==> config.mk <==
export PLATFORM = sky130hd
export DESIGN_NAME = event_arbiter
export DESIGN_NICKNAME = d
export VERILOG_FILES = /design/src/rtl/evt_pkg.sv /design/src/rtl/evt_sync_edge.sv /design/src/rtl/event_arbiter.sv
export SDC_FILE = /design/constraint.sdc
export NUM_CORES = 1
export LEC_CHECK = 0
export BUFFER_PORTS_ARGS = -buffer_cell sky130_fd_sc_hd__buf_2
export CELL_PAD_IN_SITES_DETAIL_PLACEMENT = 1
export CELL_PAD_IN_SITES_GLOBAL_PLACEMENT = 2
export CORE_MARGIN = 2
export CORE_UTILIZATION = 32
export CTS_CLUSTER_DIAMETER = 120
export DETAILED_ROUTE_END_ITERATION = 12
export PLACE_DENSITY = 0.78
export SETUP_SLACK_MARGIN = 0.4
export SYNTH_ARGS = -nofsm -noshare
export SYNTH_HDL_FRONTEND = slang
export SYNTH_SLANG_ARGS = --single-unit
export TNS_END_PERCENT = 10
==> constraint.sdc <==
create_clock -name clk -period 1.9 [get_ports clk]
set_input_delay 0.475 -clock clk [delete_from_list [all_inputs] [get_ports clk]]
set_output_delay 0.475 -clock clk [all_outputs]
set_load 0.05 [all_outputs]
==> src/rtl/evt_pkg.sv <==
`default_nettype none
// +------------------------------------------------------------------+
// | evt_pkg                                                           |
// | Shared constants for the event arbiter slice.                     |
// | Rev 1.0                                                           |
// +------------------------------------------------------------------+
package evt_pkg;

    localparam int N_EVT   = 4;
    localparam int IDW_EVT = (N_EVT > 1) ? $clog2(N_EVT) : 1;

    localparam logic EVT_FALL = 1'b0;
    localparam logic EVT_RISE = 1'b1;

    function automatic int evt_idw(input int n);
        return (n > 1) ? $clog2(n) : 1;
    endfunction

endpackage
`default_nettype wire

==> src/rtl/evt_sync_edge.sv <==
`default_nettype none
// +------------------------------------------------------------------+
// | evt_sync_edge                                                     |
// | One channel: 3-flop synchronizer with edge pulse and level.       |
// | Rev 1.0                                                           |
// +------------------------------------------------------------------+
module evt_sync_edge (
    input  logic clk,
    input  logic rst,
    input  logic async_in,
    output logic e,
    output logic lv
);

    (* ASYNC_REG = "TRUE" *) logic r_s1;
    (* ASYNC_REG = "TRUE" *) logic r_s2;
    logic r_s3;

    always_ff @(posedge clk) begin
        if (!rst) begin
            r_s1 <= 1'b0;
            r_s2 <= 1'b0;
            r_s3 <= 1'b0;
        end else begin
            r_s1 <= async_in;
            r_s2 <= r_s1;
            r_s3 <= r_s2;
        end
    end

    assign e  = r_s2 ^ r_s3;
    assign lv = r_s2;

endmodule
`default_nettype wire

==> src/rtl/event_arbiter.sv <==
`default_nettype none
// +------------------------------------------------------------------+
// | event_arbiter                                                     |
// | Latches edges from N async inputs, delivers them round-robin.     |
// | Rev 1.0                                                           |
// +------------------------------------------------------------------+
module event_arbiter
    import evt_pkg::*;
#(
    parameter int N   = N_EVT,
    parameter int IDW = evt_idw(N)
) (
    input  logic           clk,
    input  logic           rst,
    input  logic [N-1:0]   async_in,
    output logic           evt_valid,
    input  logic           evt_ready,
    output logic [IDW-1:0] evt_id,
    output logic           evt_level,
    output logic [N-1:0]   pend,
    output logic [N-1:0]   ovf,
    input  logic [N-1:0]   ovf_clr
);

    logic [N-1:0]   w_e;
    logic [N-1:0]   w_lv;
    logic [N-1:0]   r_pend;
    logic [N-1:0]   r_lvl;
    logic [N-1:0]   r_ovf;
    logic [IDW-1:0] r_ptr;
    logic [IDW-1:0] w_win;
    logic [IDW-1:0] w_cand;
    logic           w_any;
    logic           w_free;
    logic           w_load;
    logic [N-1:0]   w_grant;

    for (genvar gi = 0; gi < N; gi++) begin : g_ch
        evt_sync_edge u_sync (
            .clk      (clk),
            .rst      (rst),
            .async_in (async_in[gi]),
            .e        (w_e[gi]),
            .lv       (w_lv[gi])
        );
    end

    // Scan from farthest to nearest so the nearest set bit after ptr wins.
    always_comb begin
        w_win  = r_ptr;
        w_any  = 1'b0;
        w_cand = '0;
        for (int k = N; k >= 1; k--) begin
            w_cand = IDW'((int'(r_ptr) + k) % N);
            if (r_pend[w_cand]) begin
                w_win = w_cand;
                w_any = 1'b1;
            end
        end
    end

    assign w_free  = !evt_valid || evt_ready;
    assign w_load  = w_free && w_any;
    assign w_grant = w_load ? (N'(1) << w_win) : '0;

    // A fresh edge on the channel being loaded re-arms pend without overflow.
    always_ff @(posedge clk) begin
        if (!rst) begin
            r_pend    <= '0;
            r_lvl     <= '0;
            r_ovf     <= '0;
            r_ptr     <= IDW'(N - 1);
            evt_valid <= 1'b0;
            evt_id    <= '0;
            evt_level <= 1'b0;
        end else begin
            r_pend <= w_e | (r_pend & ~w_grant);
            r_lvl  <= (r_lvl & ~w_e) | (w_lv & w_e);
            r_ovf  <= (w_e & r_pend & ~w_grant) | (r_ovf & ~ovf_clr);
            if (w_load) begin
                evt_valid <= 1'b1;
                evt_id    <= w_win;
                evt_level <= r_lvl[w_win];
                r_ptr     <= w_win;
            end else if (w_free) begin
                evt_valid <= 1'b0;
            end
        end
    end

    assign pend = r_pend;
    assign ovf  = r_ovf;

endmodule
`default_nettype wire

==> summary.txt, run 1 <==
Outcome
  – Status: completed

Route
  – Drt wl/cell: 12.6 um
  – Routed via count: 901
  – Remaining antenna violation count: 0
  – Vias per cell: 4.72
  – Routed WL: 2.40 mm
  – Initial drt markers: 43
  – Post-route DRC: 0
  – DR pass1 iterations: 4

Layout
  – Final instance area: 0.00141 mm^2
  – P&R area growth vs syn: 22.3%
  – Final Non-Filler Cells: 191
  – # diodes: 0
  – Commonest non-fill, non-tap cell in the layout: dfxtp_1
  – Most frequent cells in the layout: 25 x dfxtp_1, 21 x buf_2, 11 x and2_1
  – Nets: 156
  – Share of cells above drive strength 1: 29.0%

STA
  – Final setup fails: 0
  – Min Tclk post-route: 1500 ps
  – Final hold slack: 364 ps
  – Fmax: 0.668 GHz
  – Setup TNS: 0 ps
  – Slew Limit Fails: 0
  – Final clock skew: 12.7 ps
  – Fin. Hold Viols: 0
  – Tcrit/Tclk final: 78.7%
  – Max-slew headroom: 78.6%
  – Worst Tran Pin Value: 319 ps
  – RSZ-0062 raised after global routing: yes

Die
  – Initial Util: 33.9%
  – DIE AREA: 0.00409 mm^2
  – Area of the core: 0.00339 mm^2
  – Chip height: 63.9 um
  – Top Ports: 23
  – Die X: 63.9 um
  – Std-Cell Rows: 21

Job
  – Max-cap violations: 0

Min path
  – Hold Crit Class: input port to register
  – Hold Path Origin: async_in[3]
  – Cells on Worst Hold Path: 2
  – Hold Path End: g_ch[3].u_sync.r_s1

Setup path
  – Crit path DAT: 1720 ps
  – Worst R2R Setup Slack: 400 ps
  – Critical path type: register to register
  – R2R depth: 5
  – Reg2reg start: r_ptr[1]
  – Critical Path RT: 2120 ps
  – FF-to-FF End: evt_level
  – Critical Path Start Type: register
  – Worst Setup End Kind: register
  – Crit-path max FO: 7

Yosys
  – Synth top area cells: dfxtp_1 52%, and2_1 6.0%, o21ai_0 3.0%
  – Post-Syn Area: 0.00115 mm^2
  – Seq/Total Area, Yosys: 52.2%
  – Flops & latches, synth: 30
  – Mapped Cells: 116
  – Area leader, netlist: dfxtp_1
  – Avg Inst Size Synth: 9.91 um^2
  – Synth warn: 0
  – Yosys cell types: 33
  – Mapped Nets: 127
  – Yosys top cell area share: 52.2%

Global route
  – Global-route congestion overflow total: 0
  – Met2 GRT Util: 22.3%
  – Pin count of the biggest net entering global routing: 25
  – Global-route wire length before repair: 4.34 mm
  – Vias in the first global route: 988
  – Initial antenna violation count: 0
  – Total GRT Usage: 13.8%
  – Met3 usage: 4.58%
  – Gr busiest metal: met2
  – Met1 global-route usage: 16.1%

Clock tree
  – TritonCTS buffer count: 5
  – CTS Sinks: 30
  – CTS H-tree depth: 2
  – Clk buf depth: 2
  – CTS root buffer: clkbuf_4
  – Worst-skew pair later-pin latency: 320 ps
  – Reg clk slew, reported paths: 90 ps
  – TritonCTS clock tree: built

Power and ir drop
  – PD cells: 1020 mW/mm^2
  – Final Power: 1.43 mW
  – Worst vdd ir: 0.425 mV
  – Leakage power: 0.615 nW

Placement
  – Placed wire-length estimate: 1.75 mm
  – IO Port Bufs: 22
  – Placed cell area: 0.00133 mm^2
  – Global placement routability congestion: 0.769
  – Placed cell count: 183
==> synthesized netlist by cell type <==
library cell and number:
a211o_1 1, a21bo_4 1, a21o_1 3, a21oi_1 5, a21oi_4 1, a31oi_1 1, a31oi_2 1, a32o_1 1
and2_1 11, and3_1 1, clkbuf_1 2, clkinv_1 1, dfxtp_1 30, inv_1 8, maj3_1 1, mux2_2 1
mux2i_1 1, nand2_1 7, nand2b_1 3, nand3_1 1, nand3_2 1, nand3b_1 4, nor2_1 4, nor2b_1 1
nor3_1 1, nor4_2 1, o211a_1 3, o211ai_1 3, o21a_1 1, o21ai_0 7, o21ai_1 5, xnor2_1 3
xor2_1 1
==> per-layer routing <==
metal  routed length, um  vias to the layer above
li1                    -                      457
met1                1140                      413
met2                1090                       24
met3                 131                        7
met4                  48                        0
met5                   0                        -
==> critical path, stage by stage, from the launching register on <==
cell,delay (ps)
dfxtp_4,380
nand2b_1,140
a21o_1,210
and3_1,240
a211o_1,310
o211a_1,130
==> how the worst max path moves through the flow <==
stage	start	to	slack (ps)	cells past startpoint
after global placement	r_ptr[1]	evt_level	330	5
after global routing	pend[0]	evt_level	350	5
after CTS	evt_valid	evt_valid	380	1
after floorplan	pend[3]	evt_level	400	5
final	r_ptr[1]	evt_level	400	5
after detailed placement	evt_ready	pend[1]	280	6
==> kinds of logic (layout without fill, tap and decap cells) <==
kind of cell             after synthesis  in the layout  synth area share [%]
AND/OR/NAND/NOR                       35             35                  17.7
flip-flops                            30             30                  52.2
multiplexers                           2              2                  1.85
buffers and inverters                 11             40                  3.59
adder cells (fa/ha/maj)                1              1                 0.871
AO/OA/AOI/OAI                         33             33                  20.7
XOR/XNOR                               4              4                  3.05
==> cell type report <==
class | count | area, um^2
Fill cell | 398 | 1980
Sequential cell | 30 | 617
Multi-Input combinational cell | 75 | 526
Timing Repair Buffer | 24 | 128
Tap cell | 46 | 57.6
Clock buffer | 7 | 45.0
Inverter | 9 | 33.8
==> where the power goes <==
group	internal [mW]	switching [mW]
clock	0.139	0.198
combinational	0.134	0.225
sequential	0.682	0.0519
total	0.955	0.476
==> metrics by stage <==
stage | util [%] | setup WS, ps
final | 41.5 | 404
after global routing | 41.5 | 354
after CTS | 40.8 | 378
after detailed placement | 39.2 | 280
after global placement | 39.2 | 331
after floorplan | - | 403
==> timing repair <==
item | 4_1_cts | 5_1_grt
hold endpoints to repair | 0 | 0
setup endpoints to repair | 3 | 14
hold buffers | 0 | 0
buffers inserted | 0 | 1
gates resized for setup | 2 | 4
pin swaps | 0 | 1
Power figures use the tool's default switching activity.
==> run 2: changes to the inputs <==
ABC_AREA = 1   (was not set)
CORE_UTILIZATION = 29   (was 32)
PLACE_DENSITY = 0.79   (was 0.78)
clock period = 1.5 ns   (was 1.9 ns; I/O delays follow)
==> run 2 against run 1 <==
  * The run now ends with negative setup slack left
  * Area after synthesis grew 15%
  * Register-to-register slack lost 520 ps
  * Via count grew 42%
  * Routed wire length grew 54%
  * Die area grew 25%
  * Power grew to 2.7 times the previous value
  * Worst setup slack lost 520 ps
  * Combinational power grew to 5.9 times the previous value
  * Sequential power grew 36%
  * Clock skew shrank 8.4 ps
  * Largest cell class is now multi-input gates
==> summary.txt, run 2 <==
Outcome
  – Status: finished with violations
  – Failing checks: negative setup slack

Setup path
  – Worst Setup End Kind: register
  – Slowest CP cell: dfxtp_2
  – CP Launch Point: r_ptr[0]
  – Critical Path RT: 1670 ps (-450 ps)
  – R2R depth: 11 (+6)
  – Critical-path cell list: buf_12 > clkinv_8 > nand2_4 > nand2_4 > nand2_4 > nand2_4 > nor3_4 > nor2_4 > buf_6 > o21ai_2 > nor2_1
  – FF-to-FF End: evt_level
  – Crit-path max FO: 8 (+1)
  – Worst setup endpoint: evt_level
  – Crit path DAT: 1790 ps (+70 ps)
  – Worst R2R Setup Slack: -110 ps (-520 ps)
  – Most frequent cell on the critical path: nand2_4
  – Reg2reg start: r_ptr[0]
  – Critical path type: register to register
  – Critical Path Start Type: register
  – Max stage delay on crit path: 340 ps (-40 ps)

Placement
  – Placed cell area: 0.00162 mm^2 (+22%)
  – Global placement routability congestion: 0.833 (+8.3%)
  – Placed wire-length estimate: 2.48 mm (+42%)
  – IO Port Bufs: 22 (unchanged)

Global route
  – Global-route congestion overflow total: 0 (unchanged)
  – Initial antenna violation count: 0 (unchanged)
  – Vias in the first global route: 1345 (+36%)
  – Met1 global-route usage: 18.4% (+2.3 points)
  – Gr busiest metal: met2
  – Total GRT Usage: 15.8% (+2.0 points)
  – Met2 GRT Util: 28.4% (+6.1 points)
  – Global-route wire length before repair: 6.22 mm (+43%)
  – Pin count of the biggest net entering global routing: 17 (-32%)
  – Met3 usage: 4.50% (-0.077 points)

Yosys
  – Asr flop ratio synth: 0% (unchanged)
  – Synth cell count leaders: 59 x nand2_1, 37 x inv_1, 30 x dfxtp_1
  – Most common cell in the netlist: nand2_1
  – Flops & latches, synth: 30 (unchanged)
  – Yosys top cell area share: 45.5% (-6.7 points)
  – Yosys cell types: 21 (-36%)
  – Synth top area cells: dfxtp_1 46%, nand2_1 17%, inv_1 11%
  – EDFF count, synth: 0 (unchanged)
  – Seq/Total Area, Yosys: 45.5% (-6.7 points)
  – Top_reg_cell synth: dfxtp_1
  – Synth warn: 0 (unchanged)
  – Area leader, netlist: dfxtp_1
  – Mapped Cells: 193 (+66%)
  – Post-Syn Area: 0.00132 mm^2 (+15%)
  – Avg Inst Size Synth: 6.83 um^2 (-31%)
  – Mapped Nets: 204 (+61%)

STA
  – Slew Limit Fails: 0 (unchanged)
  – Fin. Hold Viols: 0 (unchanged)
  – Fmax: 0.620 GHz (-7.3%)
  – Min Tclk post-route: 1610 ps (+117 ps)
  – Final clock skew: 4.26 ps (-8.41 ps)
  – Worst Tran Pin Value: 449 ps (+130 ps)
  – Final setup fails: 14 (+14)
  – Tcrit/Tclk final: 108% (+29 points)
  – Setup ws final: -114 ps (-517 ps)
  – RSZ-0062 raised after global routing: yes
  – Max-slew headroom: 70.0% (-8.6 points)
  – Final hold slack: 280 ps (-84.4 ps)

Clock tree
  – Hold_buf cts: 0 (unchanged)
  – CTS Sinks: 30 (unchanged)
  – TritonCTS buffer count: 5 (unchanged)
  – CTS H-tree depth: 2 (unchanged)
  – Reg clk slew, reported paths: 70 ps (-20 ps)
  – Worst-skew pair later-pin latency: 280 ps (-40 ps)
  – TritonCTS clock tree: built
  – CTS root buffer: clkbuf_8
  – Clk buf depth: 2 (unchanged)

Route
  – Drt wl/cell: 12.6 um (+0.24%)
  – Post-route DRC: 0 (unchanged)
  – Initial drt markers: 23 (-47%)
  – DR pass1 iterations: 4 (unchanged)
  – Routed WL: 3.70 mm (+54%)
  – Remaining antenna violation count: 0 (unchanged)
  – Routed via count: 1283 (+42%)
  – Vias per cell: 4.38 (-7.2%)

Layout
  – FILL cells: 533 (+34%)
  – Commonest non-fill, non-tap cell in the layout: nand2_1
  – Nets: 251 (+61%)
  – Share of cells above drive strength 1: 44.4% (+15 points)
  – P&R area growth vs syn: 59.4%
  – Final instance area: 0.00210 mm^2 (+49%)
  – # diodes: 0 (unchanged)
  – Most frequent cells in the layout: 39 x nand2_1, 33 x inv_1, 22 x dfxtp_1

Die
  – Chip height: 71.4 um (+12%)
  – DIE AREA: 0.00510 mm^2 (+25%)
  – Initial Util: 30.3% (-3.6 points)
  – Die X: 71.4 um (+12%)
  – Top Ports: 23 (unchanged)
  – Std-Cell Rows: 24 (+14%)
  – Area of the core: 0.00435 mm^2 (+28%)

Power and ir drop
  – Leakage power: 1.10 nW (+79%)
  – PD cells: 1810 mW/mm^2 (+78%)
  – Final Power: 3.81 mW (+170%)
  – Worst vdd ir: 0.820 mV (+93%)

Min path
  – Cells on Worst Hold Path: 3 (+1)
  – Hold Crit Class: input port to register

Job
  – Max-cap violations: 0 (unchanged)
run 2: changes by cell type after synthesis, sizes merged, moves of 9 or more:
| cell | delta |
|---|---|
| nand2 | +57 |
| inv | +31 |
| nor2 | +17 |
| and2 | -11 |
| nand3 | +9 |
run 2: cells by family (layout without fill, tap and decap cells):
family	Yosys count	after routing	synth area share, %
DFF	30	30	45.5
and+or+nand+nor	99	100	31.9
buffers and inverters	44	91	14.0
AOI/OAI and AO/OA	20	20	8.54
run 2: metrics by stage:
step | setup TNS (ps) | utilization, % | setup slack, ps | cells
floorplan | 0 | - | 69.5 | 193
global route | -2410 | 48.3 | -221 | 293
global placement | -1450 | 37.3 | -188 | 279
detailed placement | -2090 | 37.3 | -238 | 279
finish | -810 | 48.3 | -114 | 293
CTS | -391 | 45.0 | -83.2 | 292
run 2: worst min-delay path by stage:
| stage | start | to | slack (ps) |
|---|---|---|---|
| 2_1_floorplan | g_ch[0].u_sync.r_s1 | g_ch[0].u_sync.lv | 390 |
| 3_3_place_gp | g_ch[0].u_sync.r_s1 | g_ch[0].u_sync.lv | 400 |
| 3_5_place_dp | g_ch[2].u_sync.r_s1 | g_ch[2].u_sync.lv | 400 |
| 4_1_cts | async_in[2] | g_ch[2].u_sync.r_s1 | 270 |
| 5_1_grt | async_in[2] | g_ch[2].u_sync.r_s1 | 280 |
| 6_report | async_in[2] | g_ch[2].u_sync.r_s1 | 280 |
run 2: worst max-delay path, delay by kind of cell (launching register included):
family,cells,cell delay [ps]
AOI/OAI and AO/OA,1,100
and+or+nand+nor,7,700
DFF,1,340
buffers and inverters,3,360
run 2: area by class of cell:
class | count | area [um^2] | area share (%)
multi-input cells | 120 | 744 | 35.4
clock buffers | 7 | 86.3 | 4.11
flip-flops and latches | 30 | 621 | 29.5
well taps | 52 | 65.1 | 3.10
clock inverters | 1 | 5.00 | 0.238
repair buffers | 44 | 412 | 19.6
inverters | 39 | 169 | 8.04
run 2: where the power goes:
group	switching, mW	internal, mW
registers	0.0982	0.905
clock network	0.302	0.370
logic	1.25	0.878
run 2: timing repair:
| item | in CTS | in global routing |
|---|---|---|
| setup endpoints to repair | 26 | 26 |
| pin swaps | 23 | 15 |
| gates cloned | 1 | 0 |
| gates resized for setup | 70 | 37 |
| setup buffers | 4 | 1 |
run 2: layer usage:
metal	share of wire, %	vias up	routed length, um
li1	-	669	-
met1	42	595	1550
met2	54	14	2010
met3	2.8	5	102
met4	1.0	0	38
met5	0	-	0
